`src/rtl/keypad_pkg.sv`:
```
// Shared types and constants for the 4x4 matrix keypad scanner.
package keypad_pkg;

  typedef enum logic [1:0] {
    SCAN     = 2'd0,
    DEBOUNCE = 2'd1,
    HELD     = 2'd2,
    RELEASE  = 2'd3
  } state_t;

  localparam int DEFAULT_SCAN_DIV     = 1000;
  localparam int DEFAULT_DEBOUNCE_CNT = 8;

  // Hex code for each key, indexed by {row, col}. '*' maps to E, '#' to F.
  localparam logic [3:0] KEY_MAP [16] = '{
    4'h1, 4'h2, 4'h3, 4'hA,
    4'h4, 4'h5, 4'h6, 4'hB,
    4'h7, 4'h8, 4'h9, 4'hC,
    4'hE, 4'h0, 4'hF, 4'hD
  };

  // Index of the lowest-numbered active-low row (0 when none is low).
  function automatic logic [1:0] lowest_low(input logic [3:0] rows);
    lowest_low = 2'd0;
    for (int i = 3; i >= 0; i--) begin
      if (!rows[i]) lowest_low = 2'(i);
    end
  endfunction

endpackage

```
`src/rtl/keypad_scanner_sync2.sv`:
```
// Generic W-bit two-flop synchronizer for asynchronous inputs.
// Resets to RST_VAL so idle (pulled-up) lines read inactive after reset.
module sync2 #(
  parameter int W = 4,
  parameter logic [W-1:0] RST_VAL = '1
) (
  input  logic         clk,
  input  logic         reset,
  input  logic [W-1:0] d,
  output logic [W-1:0] q
);

  logic [W-1:0] meta;

  // Two back-to-back flops; only q is used by downstream logic.
  always_ff @(posedge clk) begin
    if (!reset) begin
      meta <= RST_VAL;
      q    <= RST_VAL;
    end else begin
      meta <= d;
      q    <= meta;
    end
  end

endmodule

```
`src/rtl/keypad_scanner.sv`:
```
// 4x4 active-low matrix keypad scanner: drives one column low at a time,
// freezes on a detected press, debounces it, and emits one hex code with a
// single-cycle key_valid pulse per accepted press.
module keypad_scanner
  import keypad_pkg::*;
#(
  parameter int SCAN_DIV     = DEFAULT_SCAN_DIV,
  parameter int DEBOUNCE_CNT = DEFAULT_DEBOUNCE_CNT
) (
  input  logic       clk,
  input  logic       reset,
  input  logic [3:0] row,
  output logic [3:0] col,
  output logic [3:0] key,
  output logic       key_valid,
  output logic       key_held
);

  localparam int DIV_W = $clog2(SCAN_DIV);
  localparam int CNT_W = $clog2(DEBOUNCE_CNT + 1);

  logic [3:0]       row_s;
  logic [DIV_W-1:0] div;
  logic             tick;

  state_t           state, state_nxt;
  logic [1:0]       col_idx, col_idx_nxt;
  logic [1:0]       row_cap, row_cap_nxt;
  logic [CNT_W-1:0] cnt, cnt_nxt, cnt_inc;
  logic [3:0]       key_nxt;
  logic             valid_nxt, held_nxt;
  logic             cap_low;

  sync2 #(.W(4), .RST_VAL(4'hF)) u_sync (
    .clk   (clk),
    .reset (reset),
    .d     (row),
    .q     (row_s)
  );

  assign tick    = (div == DIV_W'(SCAN_DIV - 1));
  assign col     = ~(4'b0001 << col_idx);
  assign cap_low = ~row_s[row_cap];
  assign cnt_inc = cnt + CNT_W'(1);

  // Free-running scan divider; the last count is the scan tick.
  always_ff @(posedge clk) begin
    if (!reset)    div <= '0;
    else if (tick) div <= '0;
    else           div <= div + DIV_W'(1);
  end

  // FSM state and datapath registers.
  always_ff @(posedge clk) begin
    if (!reset) begin
      state     <= SCAN;
      col_idx   <= 2'd0;
      row_cap   <= 2'd0;
      cnt       <= '0;
      key       <= 4'h0;
      key_valid <= 1'b0;
      key_held  <= 1'b0;
    end else begin
      state     <= state_nxt;
      col_idx   <= col_idx_nxt;
      row_cap   <= row_cap_nxt;
      cnt       <= cnt_nxt;
      key       <= key_nxt;
      key_valid <= valid_nxt;
      key_held  <= held_nxt;
    end
  end

  // Next-state logic, evaluated only on scan ticks. While frozen, only the
  // captured row in the captured column is looked at.
  always_comb begin
    state_nxt   = state;
    col_idx_nxt = col_idx;
    row_cap_nxt = row_cap;
    cnt_nxt     = cnt;
    key_nxt     = key;
    valid_nxt   = 1'b0;
    held_nxt    = key_held;
    if (tick) begin
      case (state)
        SCAN: begin
          if (row_s != 4'hF) begin
            row_cap_nxt = lowest_low(row_s);
            cnt_nxt     = CNT_W'(1);
            if (DEBOUNCE_CNT == 1) begin
              key_nxt   = KEY_MAP[{lowest_low(row_s), col_idx}];
              valid_nxt = 1'b1;
              held_nxt  = 1'b1;
              state_nxt = HELD;
            end else begin
              state_nxt = DEBOUNCE;
            end
          end else begin
            col_idx_nxt = col_idx + 2'd1;
          end
        end
        DEBOUNCE: begin
          if (cap_low) begin
            cnt_nxt = cnt_inc;
            if (cnt_inc == CNT_W'(DEBOUNCE_CNT)) begin
              key_nxt   = KEY_MAP[{row_cap, col_idx}];
              valid_nxt = 1'b1;
              held_nxt  = 1'b1;
              state_nxt = HELD;
            end
          end else begin
            cnt_nxt     = '0;
            col_idx_nxt = col_idx + 2'd1;
            state_nxt   = SCAN;
          end
        end
        HELD: begin
          if (!cap_low) begin
            cnt_nxt = CNT_W'(1);
            if (DEBOUNCE_CNT == 1) begin
              held_nxt    = 1'b0;
              col_idx_nxt = col_idx + 2'd1;
              state_nxt   = SCAN;
            end else begin
              state_nxt = RELEASE;
            end
          end
        end
        RELEASE: begin
          if (!cap_low) begin
            cnt_nxt = cnt_inc;
            if (cnt_inc == CNT_W'(DEBOUNCE_CNT)) begin
              held_nxt    = 1'b0;
              col_idx_nxt = col_idx + 2'd1;
              state_nxt   = SCAN;
            end
          end else begin
            state_nxt = HELD;
          end
        end
        default: state_nxt = SCAN;
      endcase
    end
  end

endmodule

```
`config.mk`:
```
export PLATFORM = sky130hd
export DESIGN_NAME = keypad_scanner
export DESIGN_NICKNAME = d
export VERILOG_FILES = /design/src/rtl/keypad_pkg.sv /design/src/rtl/keypad_scanner_sync2.sv /design/src/rtl/keypad_scanner.sv
export SDC_FILE = /design/constraint.sdc
export NUM_CORES = 1
export LEC_CHECK = 0
export CORE_UTILIZATION = 52
export CTS_BUF_LIST = sky130_fd_sc_hd__clkbuf_2
export DETAILED_ROUTE_END_ITERATION = 8
export PLACE_DENSITY = 0.73
export SETUP_SLACK_MARGIN = 0.4
export SLEW_MARGIN = 10
export SYNTH_ARGS = -nofsm -noshare
export SYNTH_HDL_FRONTEND = slang
export SYNTH_HIERARCHICAL = 1
export SYNTH_SLANG_ARGS = --single-unit
export TNS_END_PERCENT = 30
```
`constraint.sdc`:
```
create_clock -name clk -period 5.6 [get_ports clk]
set_input_delay 0.84 -clock clk [delete_from_list [all_inputs] [get_ports clk]]
set_output_delay 0.84 -clock clk [all_outputs]
set_load 0.05 [all_outputs]
```
==> qor.csv, run 1 <==
stage;metric;value;unit
floorplan;num_rows;21;
synth;synth_edf_count;0;
worst_setup_path;crit_buf_inv;3;
worst_setup_path;cp_common_cell;inv_1;
synth;synth.area.top_cells;dfxtp_1, ha_1, mux2i_1;
pwr;p_seq_share;67.9;%
hold_path;hold_class;register to register;
pwr;p_int;0.281;mW
synth;synthFlopType;dfxtp_1;
clocking;post_cts_buffers;0;
synth;synth.avg_cell_area;9.14;um^2
floorplan;core_area;0.00336;mm^2
pwr;finalPower;0.369;mW
layout;final_common_cell;dfxtp_1;
floorplan;die-area;0.00377;mm^2
hold_path;holdPathStages;1;
routing;first_pass_iters;4;
synth;synth-seq-area-share;37.1;%
layout;areaGrowthSynthToFinish;10.2;%
timing;fin_crit_sh;52.2;%
placed_design;dp_hpwl;2660;um
worst_setup_path;endpoint_kind;output port;
clocking;cts_resized;0;
worst_setup_path;crit_chain;inv_1, ha_1, inv_1, clkdlybuf4s50_1;
placed_design;portBuffers;15;
clocking;clkTransAtPathRegs;0.15;ns
worst_setup_path;crit_type;register to output port;
layout;multi_input_area;0.00105;mm^2
routing;ant_nets;0;
global_routing;grt_max_degree;23;
global_routing;grt.overflow.total;0;
synth;async_reset_ff_share;0;%
pwr;p_clk_share;26.8;%
routing;routedWlPerCell;13.7;um
pwr;combinationalPowerShare;5.3;%
timing;setup_viol;0;
clocking;tritoncts;done;
timing;slew_violations;0;
layout;final_layout_size_suffix_gt1_share;4.69;%
synth;syn_area;0.00184;mm^2
hold_path;hold_path.startpoint;u_sync/meta[0]$_SDFF_PN1_;
global_routing;grt_pass1_wl;5810;um
pwr;swShare;23.9;%
timing;rsz0062_at_grt;no;
worst_setup_path;required;4.76;ns
clocking;clock_path_buffers;2;
pwr;ir_drop;0.188;mV
global_routing;grt_use_total;21.3;%
synth;synth_top_area_share;37.1;%
timing;slew-limit-headroom;27.5;%
floorplan;die_h;61.4;um
global_routing;grt_antenna_before_repair;0;
routing;routed_wl;3560;um
worst_setup_path;slowest_delay;0.79;ns
layout;nets;232;
job;drv_cap;0;
routing;drc;0;
floorplan;die-width;61.4;um
timing;finalCriticalPeriod;2.92;ns
layout;antennaDiodeCount;0;
pwr;p_leak;0.730;nW
worst_setup_path;rr_worst_depth;5;
layout;layout_common_cells;dfxtp_1, nor2_1, clkdlybuf4s50_1, inv_1, ha_1;
synth;syn_nets;219;
timing;max_freq;342;MHz
floorplan;ios;16;
synth;synth_cells;201;
clocking;cts.sinks;34;
worst_setup_path;crit_path_start_kind;register;
routing;viasPerCell;5.62;
clocking;clk_latency;0.37;ns
outcome;status;finished, final reports clean;
synth;yosys_warnings;6;
layout;fillers;312;
pwr;power.density;182;mW/mm^2
worst_setup_path;worstPathMaxFanout;8;
timing;worst_slew_pin_slew;1.06;ns
timing;setup_tns;0;ns
synth;ys_seq_elements;34;
worst_setup_path;setup.worst_path.start;col_idx[0]$_SDFFE_PN0P_;
layout;final_area;0.00202;mm^2
worst_setup_path;arrival;2.08;ns
synth;synth_area_leader_cell;dfxtp_1;
routing;drtIter0Drc;65;
worst_setup_path;cp_top_family;buffers and inverters;
worst_setup_path;rr_startpoint;div[0]$_SDFF_PP0_;
timing;hold_violations;0;
synth;synth.distinct_cells;46;
timing;fin_skew;0.00721;ns
clocking;cts_hold_buf;0;
pwr;p_sw;0.0883;mW
layout;regArea;681;um^2
clocking;htreeDepth;2;
clocking;cts_buffers;5;
clocking;cts.root.buffer_cell;clkbuf_2;
placed_design;place_area;0.00200;mm^2
worst_setup_path;cp.depth;4;
placed_design;gp_congestion;0.891;
routing;dr_total_vias;1455;
global_routing;grt_pass1_vias;1320;
floorplan;start_util;54.6;%
worst_setup_path;slowest_stage;clkdlybuf4s50_1;
-- worst register-to-register path: stages (launching register included) --
cell	delay (ns)
dfxtp_1	0.43
ha_1	0.29
or3b_1	0.38
a2111oi_0	0.90
o2111ai_1	0.25
a211oi_1	0.27
-- worst paths after layout --
kind                                          endpoint  slack (ns)
worst min-delay path            u_sync/q[0]$_SDFF_PN1_        0.43
worst max-delay path                            col[0]        2.68
worst max register to register                register        3.01
worst min register to register  u_sync/q[0]$_SDFF_PN1_        0.43
-- through the flow --
step           hold WS [ns]  std cells  setup WS [ns]  util [%]
5_1_grt               0.454        259           2.55      60.2
6_report              0.426        259           2.68      60.2
4_1_cts               0.430        259           2.67      60.2
3_3_place_gp          0.392        253           3.05      59.3
2_1_floorplan         0.386        201           3.42         -
3_5_place_dp          0.396        253           2.93      59.3
-- state kept, by name (all words and copies together), names as in the netlist, named ones only --
name and cells:
cnt 4, col_idx 2, div 10, key 4, key_held 1, key_valid 1
row_cap 2, state 1, u_sync/meta 4, u_sync/q 4
-- metal layers --
metal	global-route usage (%)	part of all wire [%]	vias to the layer above
met2	35.2	48	25
met3	6.93	3.1	8
li1	-	-	757
met1	25.6	47	665
met5	0	0	-
met4	8.57	1.7	0
-- layout make-up --
type | instances | area share, %
inverters | 14 | 2.60
clock inverters | 1 | 0.185
well taps | 46 | 2.84
repair buffers | 15 | 7.42
multi-input cells | 144 | 52.1
flip-flops and latches | 34 | 33.6
clock buffers | 5 | 1.24
-- synthesized netlist by cell type (2+ instances only) --
cell type,count
a211oi_1,3
a21boi_0,2
a21oi_1,8
and3_1,4
buf_4,2
clkbuf_1,6
dfxtp_1,34
ha_1,12
inv_1,14
mux2i_1,8
mux4_2,2
nand2_1,11
nand2b_1,11
nand3_1,9
nand4_1,7
nor2_1,16
nor3_1,4
nor3b_1,2
o2111ai_1,5
o21ai_0,3
o31ai_1,5
or4_1,2
xnor2_1,5
xor2_1,4
-- logic make-up (layout without fill, tap and decap cells) --
family,Yosys count,after routing,synth area share (%)
xor+xnor,9,9,4.29
compound gates,39,39,16.1
buf+inv,23,35,5.52
mux,11,11,7.43
simple gates,73,73,21.5
fa+ha+maj,12,12,8.17
flops,34,34,37.1
-- power groups by stage --
stage / registers [mW] / logic (mW) / clock network (mW)
final: 0.250 / 0.0196 / 0.0989
after detailed placement: 0.256 / 0.0195 / 0
after global placement: 0.255 / 0.0190 / 0
after CTS: 0.250 / 0.0199 / 0.101
after floorplan: 0.254 / 0.0136 / 0
after global routing: 0.251 / 0.0223 / 0.115
(Power assumes the default switching activity.)
==> run 2, diff against run 1 <==
PLACE_DENSITY = 0.76   (was 0.73)
clock period = 2.6 ns   (was 5.6 ns; I/O delays follow)
==> run 2 against run 1 <==
Register-to-register slack worse by 2.5 ns. Sequential cell count stayed put. Sequential share of layout area is 1.3 points lower. Critical path type unchanged.
==> qor.csv, run 2 (same netlist as run 1, synthesis figures left out) <==
stage;metric;value;unit;change
clocking;cts.root.buffer_cell;clkbuf_2;;
clocking;cts.sinks;34;;unchanged
hold_path;holdPathStages;1;;unchanged
timing;worst_slew_pin_slew;0.523;ns;-0.537 ns
pwr;power.density;445;mW/mm^2;+140%
layout;fillers;318;;+1.9%
routing;routed_wl;3700;um;+4.0%
routing;viasPerCell;5.83;;+3.7%
worst_setup_path;crit_path_start_kind;register;;
layout;final_area;0.00211;mm^2;+4.5%
routing;routedWlPerCell;13.9;um;+0.91%
global_routing;grt_pass1_wl;5710;um;-1.7%
layout;final_common_cell;dfxtp_1;;
global_routing;grt_use_total;20.9;%;-0.33 points
routing;ant_nets;0;;unchanged
floorplan;ios;16;;unchanged
timing;max_freq;451;MHz;
timing;hold_violations;0;;unchanged
placed_design;place_area;0.00202;mm^2;+1.1%
worst_setup_path;slowest_delay;0.52;ns;-0.27 ns
worst_setup_path;required;2.21;ns;-2.55 ns
timing;fin_skew;0.00714;ns;-0.0000729 ns
layout;largest_reg_flops;10;;unchanged
worst_setup_path;cp_top_family;buffers and inverters;;
floorplan;core_area;0.00336;mm^2;unchanged
layout;areaGrowthSynthToFinish;15.1;%;
worst_setup_path;worstPathMaxFanout;8;;unchanged
timing;fin_crit_sh;85.2;%;
timing;setup_tns;0;ns;unchanged
worst_setup_path;rr_worst_depth;5;;unchanged
clocking;clk_latency;0.39;ns;+0.02 ns
worst_setup_path;cp_common_cell;inv_1;;
clocking;cts_buffers;5;;unchanged
layout;largest-register;div;;
layout;layout_common_cells;dfxtp_1, nor2_1, inv_1;;
floorplan;num_rows;21;;unchanged
routing;dr_total_vias;1556;;+6.9%
worst_setup_path;crit_buf_inv;3;;unchanged
outcome;status;finished, final reports clean;;
global_routing;grt_antenna_before_repair;0;;unchanged
global_routing;grt_pass1_vias;1328;;+0.61%
worst_setup_path;crit_type;register to output port;;
job;drv_cap;0;;unchanged
layout;antennaDiodeCount;0;;unchanged
worst_setup_path;crit_chain;inv_1, ha_1, inv_1, dlygate4sd2_1;;
global_routing;grt_max_degree;13;;-43%
floorplan;start_util;54.6;%;unchanged
timing;finalCriticalPeriod;2.22;ns;
clocking;clock_path_buffers;2;;unchanged
timing;setup_viol;0;;unchanged
worst_setup_path;slowest_stage;dlygate4sd2_1;;
clocking;clkTransAtPathRegs;0.18;ns;+0.03 ns
layout;final_layout_size_suffix_gt1_share;9.95;%;+5.3 points
hold_path;hold_class;register to register;;
worst_setup_path;endpoint_kind;output port;;
worst_setup_path;arrival;1.83;ns;-0.25 ns
global_routing;grt.overflow.total;0;;unchanged
floorplan;die-area;0.00377;mm^2;unchanged
pwr;ir_drop;0.308;mV;+63%
timing;slew-limit-headroom;65.0;%;+37 points
routing;drc;0;;unchanged
routing;drtIter0Drc;120;;+85%
clocking;htreeDepth;2;;unchanged
layout;nets;238;;+2.6%
pwr;p_leak;0.770;nW;+5.5%
placed_design;portBuffers;15;;unchanged
worst_setup_path;cp.depth;4;;unchanged
placed_design;dp_hpwl;2660;um;+0.26%
floorplan;die-width;61.4;um;unchanged
routing;first_pass_iters;4;;unchanged
clocking;tritoncts;done;;
timing;rsz0062_at_grt;yes;;
floorplan;die_h;61.4;um;unchanged
timing;slew_violations;0;;unchanged
placed_design;gp_congestion;0.859;;-3.6%
-- run 2: changes by cell type in the layout (fill, tap and decap cells not counted), moves of 2 or more --
cell / previous run / this run
buf_4: 0 / 6
dfxtp_1: 34 / 32
dlygate4sd2_1: 0 / 3
clkdlybuf4s50_1: 15 / 11
dfxtp_2: 0 / 2
clkinvlp_4: 0 / 2
-- run 2: power by group --
group	internal (mW)	switching [mW]	total (mW)	leakage, nW
Clock	0.162	0.192	0.354	0.0352
Sequential	0.532	0.00863	0.541	0.277
Combinational	0.0222	0.0236	0.0458	0.458
Total	0.716	0.225	0.941	0.770
-- run 2: what timing repair did --
item,4_1_cts,5_1_grt
hold buffers,0,0
endpoints found under the setup margin,6,12
pin swaps,0,1
resized for setup,3,4
setup buffers,0,3
-- run 2: path summary, 6_finish.rpt --
check,from,end,slack (ns)
worst max register to register,div[1]$_SDFF_PP0_,key[2]$_SDFFE_PN0P_,0.48
worst min register to register,u_sync/meta[3]$_SDFF_PN1_,u_sync/q[3]$_SDFF_PN1_,0.43
worst max-delay path,col_idx[0]$_SDFFE_PN0P_,col[0],0.38
worst min-delay path,u_sync/meta[3]$_SDFF_PN1_,u_sync/q[3]$_SDFF_PN1_,0.43
-- run 2: cell type report --
type                       instances  area [um^2]  area share, %
clock buffer                       5         25.0           1.18
clock inverter                     3         45.0           2.13
inverter                          14         52.6           2.49
multi-input combinational        144         1060           50.0
sequential                        34          683           32.3
tap                               46         57.6           2.72
timing repair buffer              21          194           9.17
-- run 2: routing by layer --
layer | part of all wire [%] | vias to the layer above | GRT usage, %
li1 | - | 763 | -
met1 | 44 | 756 | 24.1
met2 | 51 | 32 | 37.3
met3 | 3.9 | 5 | 5.25
met4 | 1.5 | 0 | 8.25
met5 | 0 | - | 0
-- run 2: metrics by stage --
stage	util (%)	power, mW	hold WS [ns]	worst slack [ns]	instances
floorplan	-	0.576	0.386	0.421	201
global placement	60.0	0.593	0.390	0.440	256
detailed placement	60.0	0.594	0.391	0.360	256
CTS	62.0	0.942	0.433	0.303	264
global route	62.9	0.977	0.461	0.257	267
finish	62.9	0.941	0.430	0.384	267
